--- src/rtl/cpu_pkg.sv ---
// Shared CPU front-end types and constants for the instruction prefetch queue.
// Holds widths, the PC step, the NOP returned on an empty queue and the
// prefetch state encoding, plus a small PC increment helper.
package cpu_pkg;

    localparam int INST_W = 32;
    localparam int ADDR_W = 32;

    // One instruction word per fetch; addresses are byte addresses.
    localparam logic [ADDR_W-1:0] PC_STEP  = 32'd4;
    localparam logic [INST_W-1:0] NOP_INST = 32'h0000_0000;

    // RUN: every response is kept. DRAIN: stale responses are still in flight.
    typedef enum logic [1:0] {
        RUN   = 2'd0,
        DRAIN = 2'd1
    } pfq_state_t;

    // Sequential fetch address; wraps modulo 2^32 naturally.
    function automatic logic [ADDR_W-1:0] pc_next(input logic [ADDR_W-1:0] pc);
        return pc + PC_STEP;
    endfunction

endpackage

--- src/rtl/pfq_fifo.sv ---
// Synchronous FIFO for the prefetch queue. Pointers carry one extra MSB so
// full and empty are told apart without a separate counter. The head entry is
// read combinationally so a word pushed in one cycle is visible the next.
// clear empties the queue in one cycle and has priority over push/pop.
module pfq_fifo
    import cpu_pkg::*;
#(
    parameter int DEPTH = 4,
    parameter int WIDTH = ADDR_W + INST_W
) (
    input  logic                   clk,
    input  logic                   reset,
    input  logic                   push,
    input  logic                   pop,
    input  logic                   clear,
    input  logic [WIDTH-1:0]       wdata,
    output logic [WIDTH-1:0]       rdata,
    output logic                   full,
    output logic                   empty,
    output logic [$clog2(DEPTH):0] count
);

    localparam int AW = $clog2(DEPTH);

    logic [WIDTH-1:0] mem_q [DEPTH];
    logic [AW:0]      wr_ptr_q;
    logic [AW:0]      wr_ptr_d;
    logic [AW:0]      rd_ptr_q;
    logic [AW:0]      rd_ptr_d;
    logic             do_push;
    logic             do_pop;

    // Status flags, qualified handshakes and next pointer values
    always_comb begin
        count    = wr_ptr_q - rd_ptr_q;
        empty    = (wr_ptr_q == rd_ptr_q);
        full     = (wr_ptr_q[AW] != rd_ptr_q[AW]) &&
                   (wr_ptr_q[AW-1:0] == rd_ptr_q[AW-1:0]);
        do_push  = push && !full && !clear;
        do_pop   = pop && !empty && !clear;
        wr_ptr_d = wr_ptr_q;
        rd_ptr_d = rd_ptr_q;
        if (clear) begin
            wr_ptr_d = '0;
            rd_ptr_d = '0;
        end else begin
            if (do_push) begin
                wr_ptr_d = wr_ptr_q + 1'b1;
            end
            if (do_pop) begin
                rd_ptr_d = rd_ptr_q + 1'b1;
            end
        end
    end

    // Pointer registers with synchronous active-low reset
    always_ff @(posedge clk) begin
        if (!reset) begin
            wr_ptr_q <= '0;
            rd_ptr_q <= '0;
        end else begin
            wr_ptr_q <= wr_ptr_d;
            rd_ptr_q <= rd_ptr_d;
        end
    end

    // Storage write; contents need no reset because empty masks the head
    always_ff @(posedge clk) begin
        if (do_push) begin
            mem_q[wr_ptr_q[AW-1:0]] <= wdata;
        end
    end

    assign rdata = mem_q[rd_ptr_q[AW-1:0]];

endmodule

--- src/rtl/if_prefetch_queue.sv ---
// Instruction prefetch front end. Issues in-order fetches under a credit rule
// (queued + outstanding < DEPTH) so every response has a slot, buffers
// {pc, word} pairs in pfq_fifo and presents the head to decode via
// valid/ready. A redirect flushes the queue and counts the in-flight
// responses that must be thrown away when they return.
// Optional build macro: PFQ_STATS_EN adds flush and empty-cycle counters.
module if_prefetch_queue
    import cpu_pkg::*;
#(
    parameter int                DEPTH    = 4,
    parameter logic [ADDR_W-1:0] RESET_PC = 32'h0
) (
    input  logic              clk,
    input  logic              reset,
    output logic              imem_req_valid,
    input  logic              imem_req_ready,
    output logic [ADDR_W-1:0] imem_req_addr,
    input  logic              imem_resp_valid,
    input  logic [INST_W-1:0] imem_resp_data,
    input  logic              redirect_valid,
    input  logic [ADDR_W-1:0] redirect_pc,
    output logic              inst_valid,
    input  logic              inst_ready,
    output logic [INST_W-1:0] inst_out,
    output logic [ADDR_W-1:0] inst_pc
`ifdef PFQ_STATS_EN
    ,
    output logic [31:0]       stat_flush_cnt,
    output logic [31:0]       stat_empty_cnt
`endif
);

    localparam int CW       = $clog2(DEPTH) + 1;
    localparam int CREDIT_W = CW + 1;
    localparam int ENTRY_W  = ADDR_W + INST_W;

    logic [ADDR_W-1:0]   fetch_pc_q;
    logic [ADDR_W-1:0]   fetch_pc_d;
    logic [ADDR_W-1:0]   resp_pc_q;
    logic [ADDR_W-1:0]   resp_pc_d;
    logic [CW-1:0]       outstanding_q;
    logic [CW-1:0]       outstanding_d;
    logic [CW-1:0]       drop_cnt_q;
    logic [CW-1:0]       drop_cnt_d;
    pfq_state_t          state_q;
    pfq_state_t          state_d;

    logic [CREDIT_W-1:0] credit_sum;
    logic                credit_ok;
    logic                req_fire;

    logic                fifo_push;
    logic                fifo_pop;
    logic                fifo_clear;
    logic [ENTRY_W-1:0]  fifo_wdata;
    logic [ENTRY_W-1:0]  fifo_rdata;
    logic                fifo_full;
    logic                fifo_empty;
    logic [CW-1:0]       fifo_count;

    pfq_fifo #(
        .DEPTH (DEPTH),
        .WIDTH (ENTRY_W)
    ) u_fifo (
        .clk   (clk),
        .reset (reset),
        .push  (fifo_push),
        .pop   (fifo_pop),
        .clear (fifo_clear),
        .wdata (fifo_wdata),
        .rdata (fifo_rdata),
        .full  (fifo_full),
        .empty (fifo_empty),
        .count (fifo_count)
    );

    // Credit check, fetch/decode handshakes and head-of-queue outputs
    always_comb begin
        credit_sum     = {1'b0, fifo_count} + {1'b0, outstanding_q};
        credit_ok      = credit_sum < CREDIT_W'(DEPTH);
        // Held off while in reset so nothing is requested before fetch_pc is valid.
        imem_req_valid = reset && credit_ok && !redirect_valid;
        imem_req_addr  = fetch_pc_q;
        req_fire       = imem_req_valid && imem_req_ready;
        inst_valid     = !fifo_empty && !redirect_valid;
        fifo_pop       = inst_valid && inst_ready;
        inst_out       = fifo_empty ? NOP_INST : fifo_rdata[INST_W-1:0];
        inst_pc        = fifo_empty ? '0 : fifo_rdata[ENTRY_W-1:INST_W];
    end

    // Next PC, outstanding/drop bookkeeping and queue push/clear decisions
    always_comb begin
        fetch_pc_d    = fetch_pc_q;
        resp_pc_d     = resp_pc_q;
        outstanding_d = outstanding_q + CW'(req_fire) - CW'(imem_resp_valid);
        drop_cnt_d    = drop_cnt_q;
        fifo_push     = 1'b0;
        fifo_clear    = 1'b0;
        fifo_wdata    = {resp_pc_q, imem_resp_data};
        if (redirect_valid) begin
            // Everything still in flight after this cycle belongs to the old
            // path; a response landing this cycle is simply not pushed.
            fifo_clear = 1'b1;
            fetch_pc_d = redirect_pc;
            resp_pc_d  = redirect_pc;
            drop_cnt_d = outstanding_d;
        end else begin
            if (req_fire) begin
                fetch_pc_d = pc_next(fetch_pc_q);
            end
            if (imem_resp_valid) begin
                if (state_q == DRAIN) begin
                    drop_cnt_d = drop_cnt_q - CW'(1);
                end else if (!fifo_full) begin
                    fifo_push = 1'b1;
                    resp_pc_d = pc_next(resp_pc_q);
                end
            end
        end
    end

    // Prefetch state follows whether stale responses remain to be dropped
    always_comb begin
        state_d = (drop_cnt_d != '0) ? DRAIN : RUN;
    end

    // State registers with synchronous active-low reset
    always_ff @(posedge clk) begin
        if (!reset) begin
            fetch_pc_q    <= RESET_PC;
            resp_pc_q     <= RESET_PC;
            outstanding_q <= '0;
            drop_cnt_q    <= '0;
            state_q       <= RUN;
        end else begin
            fetch_pc_q    <= fetch_pc_d;
            resp_pc_q     <= resp_pc_d;
            outstanding_q <= outstanding_d;
            drop_cnt_q    <= drop_cnt_d;
            state_q       <= state_d;
        end
    end

`ifdef PFQ_STATS_EN
    logic [31:0] stat_flush_q;
    logic [31:0] stat_empty_q;

    // Saturating counters of redirects and of cycles with nothing for decode
    always_ff @(posedge clk) begin
        if (!reset) begin
            stat_flush_q <= '0;
            stat_empty_q <= '0;
        end else begin
            if (redirect_valid && (stat_flush_q != 32'hFFFF_FFFF)) begin
                stat_flush_q <= stat_flush_q + 32'd1;
            end
            if (!inst_valid && (stat_empty_q != 32'hFFFF_FFFF)) begin
                stat_empty_q <= stat_empty_q + 32'd1;
            end
        end
    end

    assign stat_flush_cnt = stat_flush_q;
    assign stat_empty_cnt = stat_empty_q;
`endif

endmodule

--- config.mk ---
export PLATFORM = sky130hd
export DESIGN_NAME = if_prefetch_queue
export DESIGN_NICKNAME = d
export VERILOG_FILES = /design/src/rtl/cpu_pkg.sv /design/src/rtl/pfq_fifo.sv /design/src/rtl/if_prefetch_queue.sv
export SDC_FILE = /design/constraint.sdc
export NUM_CORES = 1
export LEC_CHECK = 0
export ABC_CLOCK_PERIOD_IN_PS = 10600
export CELL_PAD_IN_SITES_DETAIL_PLACEMENT = 1
export CELL_PAD_IN_SITES_GLOBAL_PLACEMENT = 1
export CORE_ASPECT_RATIO = 1.2
export CORE_MARGIN = 2
export CORE_UTILIZATION = 50
export CTS_CLUSTER_DIAMETER = 200
export DETAILED_ROUTE_END_ITERATION = 8
export PLACE_DENSITY = 0.82
export SLEW_MARGIN = 30
export SYNTH_ARGS = -nofsm -noshare
export SYNTH_HDL_FRONTEND = slang
export SYNTH_SLANG_ARGS = --single-unit
export TNS_END_PERCENT = 1
--- constraint.sdc ---
create_clock -name clk -period 10.6 [get_ports clk]
set_clock_uncertainty 0.15 [all_clocks]
set_input_delay 1.06 -clock clk [delete_from_list [all_inputs] [get_ports clk]]
set_output_delay 1.06 -clock clk [all_outputs]
set_load 0.1 [all_outputs]
[Yosys cells after proc, flatten, opt, wreduce, memory -nomap -nowiden]
Memories as Yosys holds them, arrays and structs flattened. A register that Yosys moved wholly into a read port is not among the register bits.
Index checks and enable logic that the tools add are counted.
Storage, ports and cells
  output and inout port bits: 98
  memory bits (writable): 256
  bits in registers: 78
  memories kept: 1
Operators by class
  reduce and logical (&&, ||, !) cells: 19
  $lt $le $gt $ge: 1
  $add $sub $neg: 9
  bitwise logic cells: 1
  eq/ne operators: 6
  muxes and demuxes: 21
Memories
  u_fifo.mem_q: depth 4, bits a word 64, rd ports 1, clocked after Yosys merged registers in 1, wr ports 1, line pfq_fifo.sv:25  | logic [WIDTH-1:0] mem_q [DEPTH];
Operators by type and width (number)
  32-bit two-way mux: 8
  32-bit by 3-bit adder with 32-bit output (second input constant): 2
  1-bit logical AND: 10
  3-bit two-way mux: 3
  1-bit two-way mux: 8
  3-bit by 1-bit adder with 3-bit output (second input constant): 2
  3-bit by 3-bit adder with 4-bit output: 1
  1-bit zero test: 4
  4-bit by 3-bit < comparator with 1-bit output (second input constant): 1
  2-bit two-way mux: 2
  2-bit inequality test (second input constant): 2
  2-bit nonzero test: 2
  3-bit by 1-bit adder with 3-bit output: 1
  3-bit == test: 1
  3-bit AND reduction: 1
  3-bit nonzero test: 1
  3-bit by 1-bit subtractor with 3-bit output: 1
  3-bit by 1-bit subtractor with 3-bit output (second input constant): 1
  3-bit subtractor: 1
  2-bit by 1-bit == test with 1-bit output (second input constant): 1
  2-bit == test: 1
  2-bit OR reduction: 1
  1-bit inequality test: 1
  1-bit inverter: 1

[Depth between registers and ports, before layout]
Gate-level depths: netlist of the first run.
  depth in word-level cells: 11
  depth in mapped cells: 18

[Cells and area by module]
From an unflattened synthesis of the first run, not the netlist that was laid out.
Unflattened totals
  cell total of the unflattened synthesis: 957
  area, all modules: 14283.7 um2
By module, submodules not included
  pfq_fifo: cells each 393, seq. area each 7847.5 um2, area each 9864.5 um2, times used 1
  if_prefetch_queue: cells each 564, seq. area each 1421.4 um2, area each 4419.2 um2, times used 1

[Worst setup path before layout of the first run]
No wires, ideal clock.
  path type: input to output
  start: in redirect_valid
  end: out inst_valid
  cell stages on the path: 4
  buffers on the path: 3
  arrival time: 3.166 ns
  required time: 9.390 ns
  slack: 6.224 ns
  cell sequence: clkbuf_1 clkbuf_1 clkbuf_1 a31oi_1
Between the ends
  cells in the longest elaborated chain, start to end: 2
RTL lines
  start, declared: line if_prefetch_queue.sv:20  | input logic redirect_valid,
  1-bit zero test: line if_prefetch_queue.sv:85  | inst_valid = !fifo_empty && !redirect_valid;
  1-bit logical AND: line if_prefetch_queue.sv:85
  end, declared: line if_prefetch_queue.sv:22  | output logic inst_valid,
No other way between the ends.

==> results of run 1 <==
## cells by family after synthesis
kind of cell	after synthesis	share of synthesized area, %
AOI/OAI and AO/OA	125	5.48
and+or+nand+nor	247	10.3
muxes	68	10.7
adders and majority gates	16	1.55
buffers and inverters	74	2.15
DFF	335	66.6
xor gates and xnor gates	49	3.22
## cell usage after synthesis, types with 9 or more instances
cell type	number
sky130_fd_sc_hd__nand2_1	37
sky130_fd_sc_hd__nor3_1	14
sky130_fd_sc_hd__nor4_1	15
sky130_fd_sc_hd__inv_1	24
sky130_fd_sc_hd__a21oi_1	45
sky130_fd_sc_hd__xnor2_1	37
sky130_fd_sc_hd__ha_1	14
sky130_fd_sc_hd__clkbuf_1	37
sky130_fd_sc_hd__edfxtp_1	256
sky130_fd_sc_hd__mux4_2	64
sky130_fd_sc_hd__o21ai_0	35
sky130_fd_sc_hd__dfxtp_1	79
sky130_fd_sc_hd__and2_1	74
sky130_fd_sc_hd__nand4_1	9
sky130_fd_sc_hd__xor2_1	11
sky130_fd_sc_hd__nand3_1	35
sky130_fd_sc_hd__nor2_1	23
## cell type report
class | instances | area (um2) | share of cell area, %
clock buffer | 47 | 887 | 5.24
multi-input combinational | 505 | 4360 | 25.8
sequential | 335 | 9270 | 54.8
timing repair buffer | 177 | 1800 | 10.7
tap | 340 | 425 | 2.51
clock inverter | 10 | 72.6 | 0.429
inverter | 25 | 93.8 | 0.555
## per-layer routing
layer | wire length (um) | up-vias
li1 | - | 3817
met1 | 13700 | 4290
met2 | 16700 | 295
met3 | 1670 | 47
met4 | 587 | 0
met5 | 0 | -
## metrics by stage
step / total power (uW) / cell area [um2] / util (%) / cells / worst slack, ns
after floorplan: 1870 / 13900 / - / 914 / 6.22
after global placement: 2000 / 15900 / 58.2 / 1378 / 5.34
after detailed placement: 2020 / 16000 / 58.6 / 1382 / 5.30
after CTS: 3080 / 16900 / 62.1 / 1439 / 5.46
after global routing: 3150 / 16900 / 62.1 / 1439 / 5.32
final: 3050 / 16900 / 62.1 / 1439 / 5.58
## final timing paths
kind / to / slack (ns) / cells after the start
min: imem_req_addr[1]$_SDFFE_PN0P_ / 0.33 / 2
max: inst_pc[16] / 5.58 / 4
min reg2reg: imem_req_addr[1]$_SDFFE_PN0P_ / 0.33 / 2
max reg2reg: state_q[0]$_SDFF_PN0_ / 5.77 / 17
## state kept, by name, indices dropped and copies added (netlist names), named ones only
| name | cells |
|---|---|
| drop_cnt_q | 3 |
| imem_req_addr | 32 |
| outstanding_q | 3 |
| resp_pc_q | 32 |
| state_q | 1 |
| u_fifo.mem_q | 256 |
| u_fifo.rd_ptr_q | 3 |
| u_fifo.wr_ptr_q | 3 |
## power groups by stage
stage               clock (uW)  combinational (uW)  sequential (uW)
floorplan                    0                 279             1590
global placement             0                 461             1540
CTS                       1080                 475             1520
detailed placement           0                 471             1550
global route              1120                 496             1520
finish                    1060                 470             1520
## critical path, stage by stage (launching register included)
cell                              delay, ns
sky130_fd_sc_hd__dfxtp_4               0.69
sky130_fd_sc_hd__buf_4                 0.72
sky130_fd_sc_hd__mux4_2                0.60
sky130_fd_sc_hd__and2_1                0.21
sky130_fd_sc_hd__clkdlybuf4s50_1       0.98
==> results.md, run 1 <==
- Outcome: finished clean
- Fraction of synthesized cell area taken by the top area cell type: a little under three fifths
- Post-synthesis instance total: between 900 and 1,000
- Global routing met3 resource utilization: 2.81%
- Top_reg_cell synth: sky130_fd_sc_hd__edfxtp_1
- Leakage power figure: 0.00546 uW
- YS warnings: 0
- Power density of the placed cells: 180 mW/mm2
- Total count of hold-check failures in the final report: 0
- I/O Pins: 168
- Detail Route Antenna Nets: 0
- Sequential power share: approximately half
- Flip-flop and latch count after synthesis: 335
- Post-synth ARST share: 0%
- Final setup fails: 0
- Combinational share of power: roughly 15%
- Clock root cell: sky130_fd_sc_hd__clkbuf_16
- Fraction of final layout cells with drive strength greater than 1: 12.7%
- Maximum number of pins on one net before global-route repair: 84
- Yosys top cell by area: sky130_fd_sc_hd__edfxtp_1
- Reg2reg start: u_fifo.wr_ptr_q[0]$_SDFFE_PP0P_
- Post-detail-place hpwl: 20,800 um
- Min-Delay Startpoint: imem_req_addr[1]$_SDFFE_PN0P_
- Iteration-0 DRC Markers: 446
- Fin crit share: 47.4%
- Area delta synth->final: 21.6%
- Final #Nets: 1,161
- Max transition margin: 30.3%
- Total congestion overflow: 0
- Power dissipated by switching net loads: around 840 uW
- Min-delay worst type: flip-flop to flip-flop
- Number of buffers inserted for hold repair after clock tree synthesis: 0
- Highest fanout seen on the critical path: 40
- Synth Net Count: 1,000
- Sequential fraction of the synthesis area: 66.6%
- Leading cell types in the layout, fill and taps excluded: sky130_fd_sc_hd__edfxtp_1, sky130_fd_sc_hd__clkdlybuf4s50_1, sky130_fd_sc_hd__dfxtp_1
- Met2 Track Usage GR: 39.0%
- Count of final max-slew check failures: 0
- Clock edge transition at the registers on the reported setup and hold paths: 0.06 ns
- Final routed wire length divided by cell count: 22.7 um
- Ant diodes: 0
- Top post-synthesis cells by area: sky130_fd_sc_hd__edfxtp_1, sky130_fd_sc_hd__dfxtp_1, sky130_fd_sc_hd__mux4_2
- Count of unresolved DRC violations after routing: 0
- Starting Density: about 51%
- Standard-cell rows: 66
- Die area: 0.0292 mm2
- Global-route wire length before repair: 51,100 um
- Arrival time at the worst endpoint: between 3 and 4 ns
- Clock tree from TritonCTS: done
- Buffers inserted during post-CTS setup optimization: 0
- Minimum clock period: 5.02 ns
- Antenna violations before repair: 0
- Max-capacitance violation count: 0
- Critical path class: flip-flop to output port
- Via count of the first global-routing pass: between 8,000 and 9,000
- Critical path required time: around 9.4 ns
- Clock latency at the later pin of the worst-skew pair: 0.56 ns
- Yosys cell types: 60
- Number of H-tree levels: 1
- FILL cells: 2,514
- Number of iterations in the first detailed-routing pass: 4
- Via density per instance: 5.87
- Longest Clk Path Bufs: 3
- Total Neg Setup Slack: 0 ns
- Die Y-Extent: 187 um
- Overall fraction of global-route tracks in use: 22.6%
- Switch share: between 20 and 30%
- Die X-Extent: between 150 and 200 um
- Leading cell type in the layout, fill and taps excluded: sky130_fd_sc_hd__edfxtp_1
- Number of sinks handled by clock tree synthesis: approximately 340
- Overall routed net length: between 30,000 and 40,000 um
- Core ar.: 0.0273 mm2
- Cell internal pwr: 2210 uW
- Maximum resistive drop on vdd: 0.123 mV
- Proportion of power drawn by the clock network: 34.8%
- Synth Area per Inst: 15.2 um2
- Max Clk Rate: 199 MHz
- Hold_ws: 0.332 ns
- CP startpoint kind: flip-flop
- Number of buffers created by CTS: 31
- Gr busiest metal: met2
- Buffers on Ports: 167
- Total number of vias: 8,449
- Last weighted congestion value of the routability-driven placer: 0.780
- Kind of capture point of the worst setup path: output port
- Number of synthesized flops with an enable pin: approximately 260
- Met1 demand-to-capacity share in global routing: between 30% and 40%
- Worst-Margin Slew: 1.04 ns
- Number of gates given a new drive strength after cts: 0
- Setup repair after global routing missed its margin: no
- Post-Syn Area: around 0.014 mm2
Power figures use the tool's default switching activity.
==> run 2, diff against run 1 <==
--- a/config.mk
+++ b/config.mk
@@ -5,15 +5,15 @@
 export SDC_FILE = /design/constraint.sdc
 export NUM_CORES = 1
 export LEC_CHECK = 0
-export ABC_CLOCK_PERIOD_IN_PS = 10600
+export ABC_CLOCK_PERIOD_IN_PS = 4580
 export CELL_PAD_IN_SITES_DETAIL_PLACEMENT = 1
 export CELL_PAD_IN_SITES_GLOBAL_PLACEMENT = 1
 export CORE_ASPECT_RATIO = 1.2
 export CORE_MARGIN = 2
-export CORE_UTILIZATION = 50
+export CORE_UTILIZATION = 42
 export CTS_CLUSTER_DIAMETER = 200
 export DETAILED_ROUTE_END_ITERATION = 8
-export PLACE_DENSITY = 0.82
+export PLACE_DENSITY = 0.73
 export SLEW_MARGIN = 30
 export SYNTH_ARGS = -nofsm -noshare
 export SYNTH_HDL_FRONTEND = slang
==> constraint.sdc (replaced) <==
create_clock -name clk -period 4.58 [get_ports clk]
set_clock_uncertainty 0.15 [all_clocks]
set_input_delay 0.458 -clock clk [delete_from_list [all_inputs] [get_ports clk]]
set_output_delay 0.458 -clock clk [all_outputs]
set_load 0.1 [all_outputs]
==> results.md, run 2 (same netlist as run 1, synthesis figures left out) <==
- Outcome: finished clean
- Setup repair after global routing missed its margin: no
- Worst Hold End: imem_req_addr[1]$_SDFFE_PN0P_
- I/O Pins: 168 (unchanged)
- Combinational share of power: 14.8% (-0.6 points)
- Max transition margin: 34.2% (+3.8 points)
- Global-route wire length before repair: 50,800 um (-0.63%)
- Number of H-tree levels: 2 (+1)
- Clock latency at the later pin of the worst-skew pair: 0.52 ns (-0.04 ns)
- Leading cell type in the layout, fill and taps excluded: sky130_fd_sc_hd__edfxtp_1
- Layout Utilization: 51.7% (-10 points)
- Detail Route Antenna Nets: 0 (unchanged)
- Largest delay contributor family on the critical path: adder cells
- Buffers on Ports: 167 (unchanged)
- Overall routed net length: 32,400 um (-0.98%)
- Cell-by-cell trace of the critical path: inv_1 -> ha_1 -> inv_1 -> fa_1 -> xor2_1 -> ha_1 -> nor3_1 -> and4_1 -> inv_2 -> ha_1 -> inv_1 -> ha_1 -> fa_1 -> xnor2_1 -> nor2_1 -> nor3b_1 -> or3_1
- Stages on the worst setup path: 17 (+13)
- Number of gates given a new drive strength after cts: 0 (unchanged)
- Last weighted congestion value of the routability-driven placer: 0.812 (+4.1%)
- Min-Delay Startpoint: imem_req_addr[1]$_SDFFE_PN0P_
- Die Y-Extent: 203 um (+8.9%)
- Starting Density: 42.3% (-8.7 points)
- Count of unresolved DRC violations after routing: 0 (unchanged)
- Number of iterations in the first detailed-routing pass: 7 (+3)
- Overall fraction of global-route tracks in use: 19.2% (-3.4 points)
- Total count of hold-check failures in the final report: 0 (unchanged)
- Worst-Margin Slew: 0.985 ns (-0.0570 ns)
- Layout Cells excl Fill: 1,514 (+5.2%)
- Number of buffers inserted for hold repair after clock tree synthesis: 0 (unchanged)
- Fin crit share: 83.0%
- Core ar.: 0.0329 mm2 (+21%)
- Max-capacitance violation count: 0 (unchanged)
- Power density of the placed cells: 428 mW/mm2 (+140%)
- Antenna violations before repair: 0 (unchanged)
- Clock tree from TritonCTS: done
- Length in cells of the worst reg-to-reg path: 17 (unchanged)
- CP startpoint kind: flip-flop
- Total Neg Setup Slack: 0 ns (unchanged)
- Die X-Extent: 170 um (+8.9%)
- Standard-cell rows: 73 (+11%)
- Maximum number of pins on one net before global-route repair: 58 (-31%)
- Count of final max-slew check failures: 0 (unchanged)
- Total congestion overflow: 0 (unchanged)
- CP max-delay cell: sky130_fd_sc_hd__fa_1
- Crit Reg-Reg Endpoint: state_q[0]$_SDFF_PN0_
- Buffers inserted during post-CTS setup optimization: 0 (unchanged)
- Final #Nets: 1,167 (+0.52%)
- Cell internal pwr: 5300 uW (+140%)
- Kind of capture point of the worst setup path: flip-flop
- Iteration-0 DRC Markers: 535 (+20%)
- Clock edge transition at the registers on the reported setup and hold paths: 0.06 ns (about the same)
- Count of buffer and inverter cells on the critical path: 4 (+2)
- Leading cell types in the layout, fill and taps excluded: sky130_fd_sc_hd__edfxtp_1, sky130_fd_sc_hd__clkdlybuf4s50_1, sky130_fd_sc_hd__dfxtp_1
- Critical path required time: 4.83 ns (-4.56 ns)
- Most used cell along the critical path: sky130_fd_sc_hd__ha_1
- Die area: 0.0346 mm2 (+19%)
- Maximum resistive drop on vdd: 0.200 mV (+62%)
- Depth of the worst hold-timing path: 2 (unchanged)
- Inst Count DP: 1,456 (+5.4%)
- Final routed wire length divided by cell count: 21.4 um (-5.9%)
- Via density per instance: 5.45 (-7.1%)
- FILL cells: 3,203 (+27%)
- Leakage power figure: 0.00562 uW (+2.9%)
- Max Clk Rate: 263 MHz
- Number of buffers created by CTS: 35 (+13%)
- Number of sinks handled by clock tree synthesis: 335 (unchanged)
- Longest Clk Path Bufs: 3 (unchanged)
- Switch share: 27.2% (-0.22 points)
- Ant diodes: 0 (unchanged)
- Area delta synth->final: 22.2%
- Power dissipated by switching net loads: 1980 uW (+140%)
- Worst stage delay on the critical path: 0.38 ns (-0.60 ns)
- Post-detail-place hpwl: 20,500 um (-1.3%)
- Total power: 7280 uW (+140%)
- Highest fanout seen on the critical path: 4 (-90%)
- Clock root cell: sky130_fd_sc_hd__clkbuf_16
- Fraction of final layout cells with drive strength greater than 1: 17.4% (+4.7 points)
- Final setup fails: 0 (unchanged)
- Setup slack of the most critical reg-to-reg path: 0.78 ns (-4.99 ns)
- Reg2reg start: u_fifo.wr_ptr_q[0]$_SDFFE_PP0P_
- Min-delay worst type: flip-flop to flip-flop
- Critical path class: flip-flop to flip-flop
- Proportion of power drawn by the clock network: 37.0% (+2.2 points)
- Via count of the first global-routing pass: 8,951 (-0.50%)
- Total number of vias: 8,258 (-2.3%)
- Arrival time at the worst endpoint: 4.05 ns (+0.24 ns)
- Minimum clock period: 3.80 ns
- Sequential power share: 48.2% (-1.6 points)
- Max FFs per register: 256 (unchanged)
==> run 2: changes by cell type in the layout (fill, tap and decap cells not counted), sizes merged <==
| cell | change |
|---|---|
| clkinv | +3 |
| bufinv | +1 |
| clkdlybuf4s50 | -53 |
| clkbuf | -3 |
| buf | +55 |
==> run 2: worst max-delay path by stage <==
stage	end	start	slack [ns]
3_3_place_gp	state_q[0]$_SDFF_PN0_	u_fifo.wr_ptr_q[0]$_SDFFE_PP0P_	0.87
4_1_cts	state_q[0]$_SDFF_PN0_	u_fifo.wr_ptr_q[0]$_SDFFE_PP0P_	0.73
6_report	state_q[0]$_SDFF_PN0_	u_fifo.wr_ptr_q[0]$_SDFFE_PP0P_	0.78
2_1_floorplan	state_q[0]$_SDFF_PN0_	u_fifo.wr_ptr_q[0]$_SDFFE_PP0P_	0.79
3_5_place_dp	state_q[0]$_SDFF_PN0_	u_fifo.wr_ptr_q[0]$_SDFFE_PP0P_	0.73
5_1_grt	state_q[0]$_SDFF_PN0_	u_fifo.wr_ptr_q[0]$_SDFFE_PP0P_	0.48
==> run 2: metal layers <==
metal / track usage [%] / share of wire (%) / vias to the layer above / wire length, um
li1: - / - / 3837 / -
met1: 25.9 / 45 / 4157 / 14500
met2: 32.1 / 49 / 216 / 15800
met3: 3.01 / 3.9 / 48 / 1280
met4: 6.01 / 2.4 / 0 / 762
met5: 0 / 0 / - / 0
==> run 2: worst min-delay path, delay by kind of cell (launching register included) <==
family | cells | cell delay [ns]
flops | 1 | 0.31
simple gates | 1 | 0.05
compound gates | 1 | 0.07
==> run 2: stage by stage <==
step | setup slack (ns) | instance area, um2 | hold slack (ns)
CTS | 0.731 | 17000 | 0.324
global placement | 0.874 | 15900 | 0.307
global route | 0.478 | 17000 | 0.357
floorplan | 0.790 | 13900 | 0.310
finish | 0.780 | 17000 | 0.318
detailed placement | 0.730 | 15900 | 0.316
==> run 2: power by group through the flow <==
stage                     logic, uW  clock network, uW  registers [uW]
after global routing           1140               2870            3530
after CTS                      1090               2760            3510
after global placement         1060                  0            3570
after floorplan                 646                  0            3680
after detailed placement       1080                  0            3580
final                          1070               2690            3510
==> run 2: layout make-up <==
type | count | area (um2) | area share (%)
Multi-Input combinational cell | 505 | 4360 | 25.6
Sequential cell | 335 | 9280 | 54.5
Tap cell | 412 | 515 | 3.03
Clock buffer | 44 | 952 | 5.60
Inverter | 25 | 93.8 | 0.552
Clock inverter | 14 | 110 | 0.647
Timing Repair Buffer | 179 | 1700 | 9.99
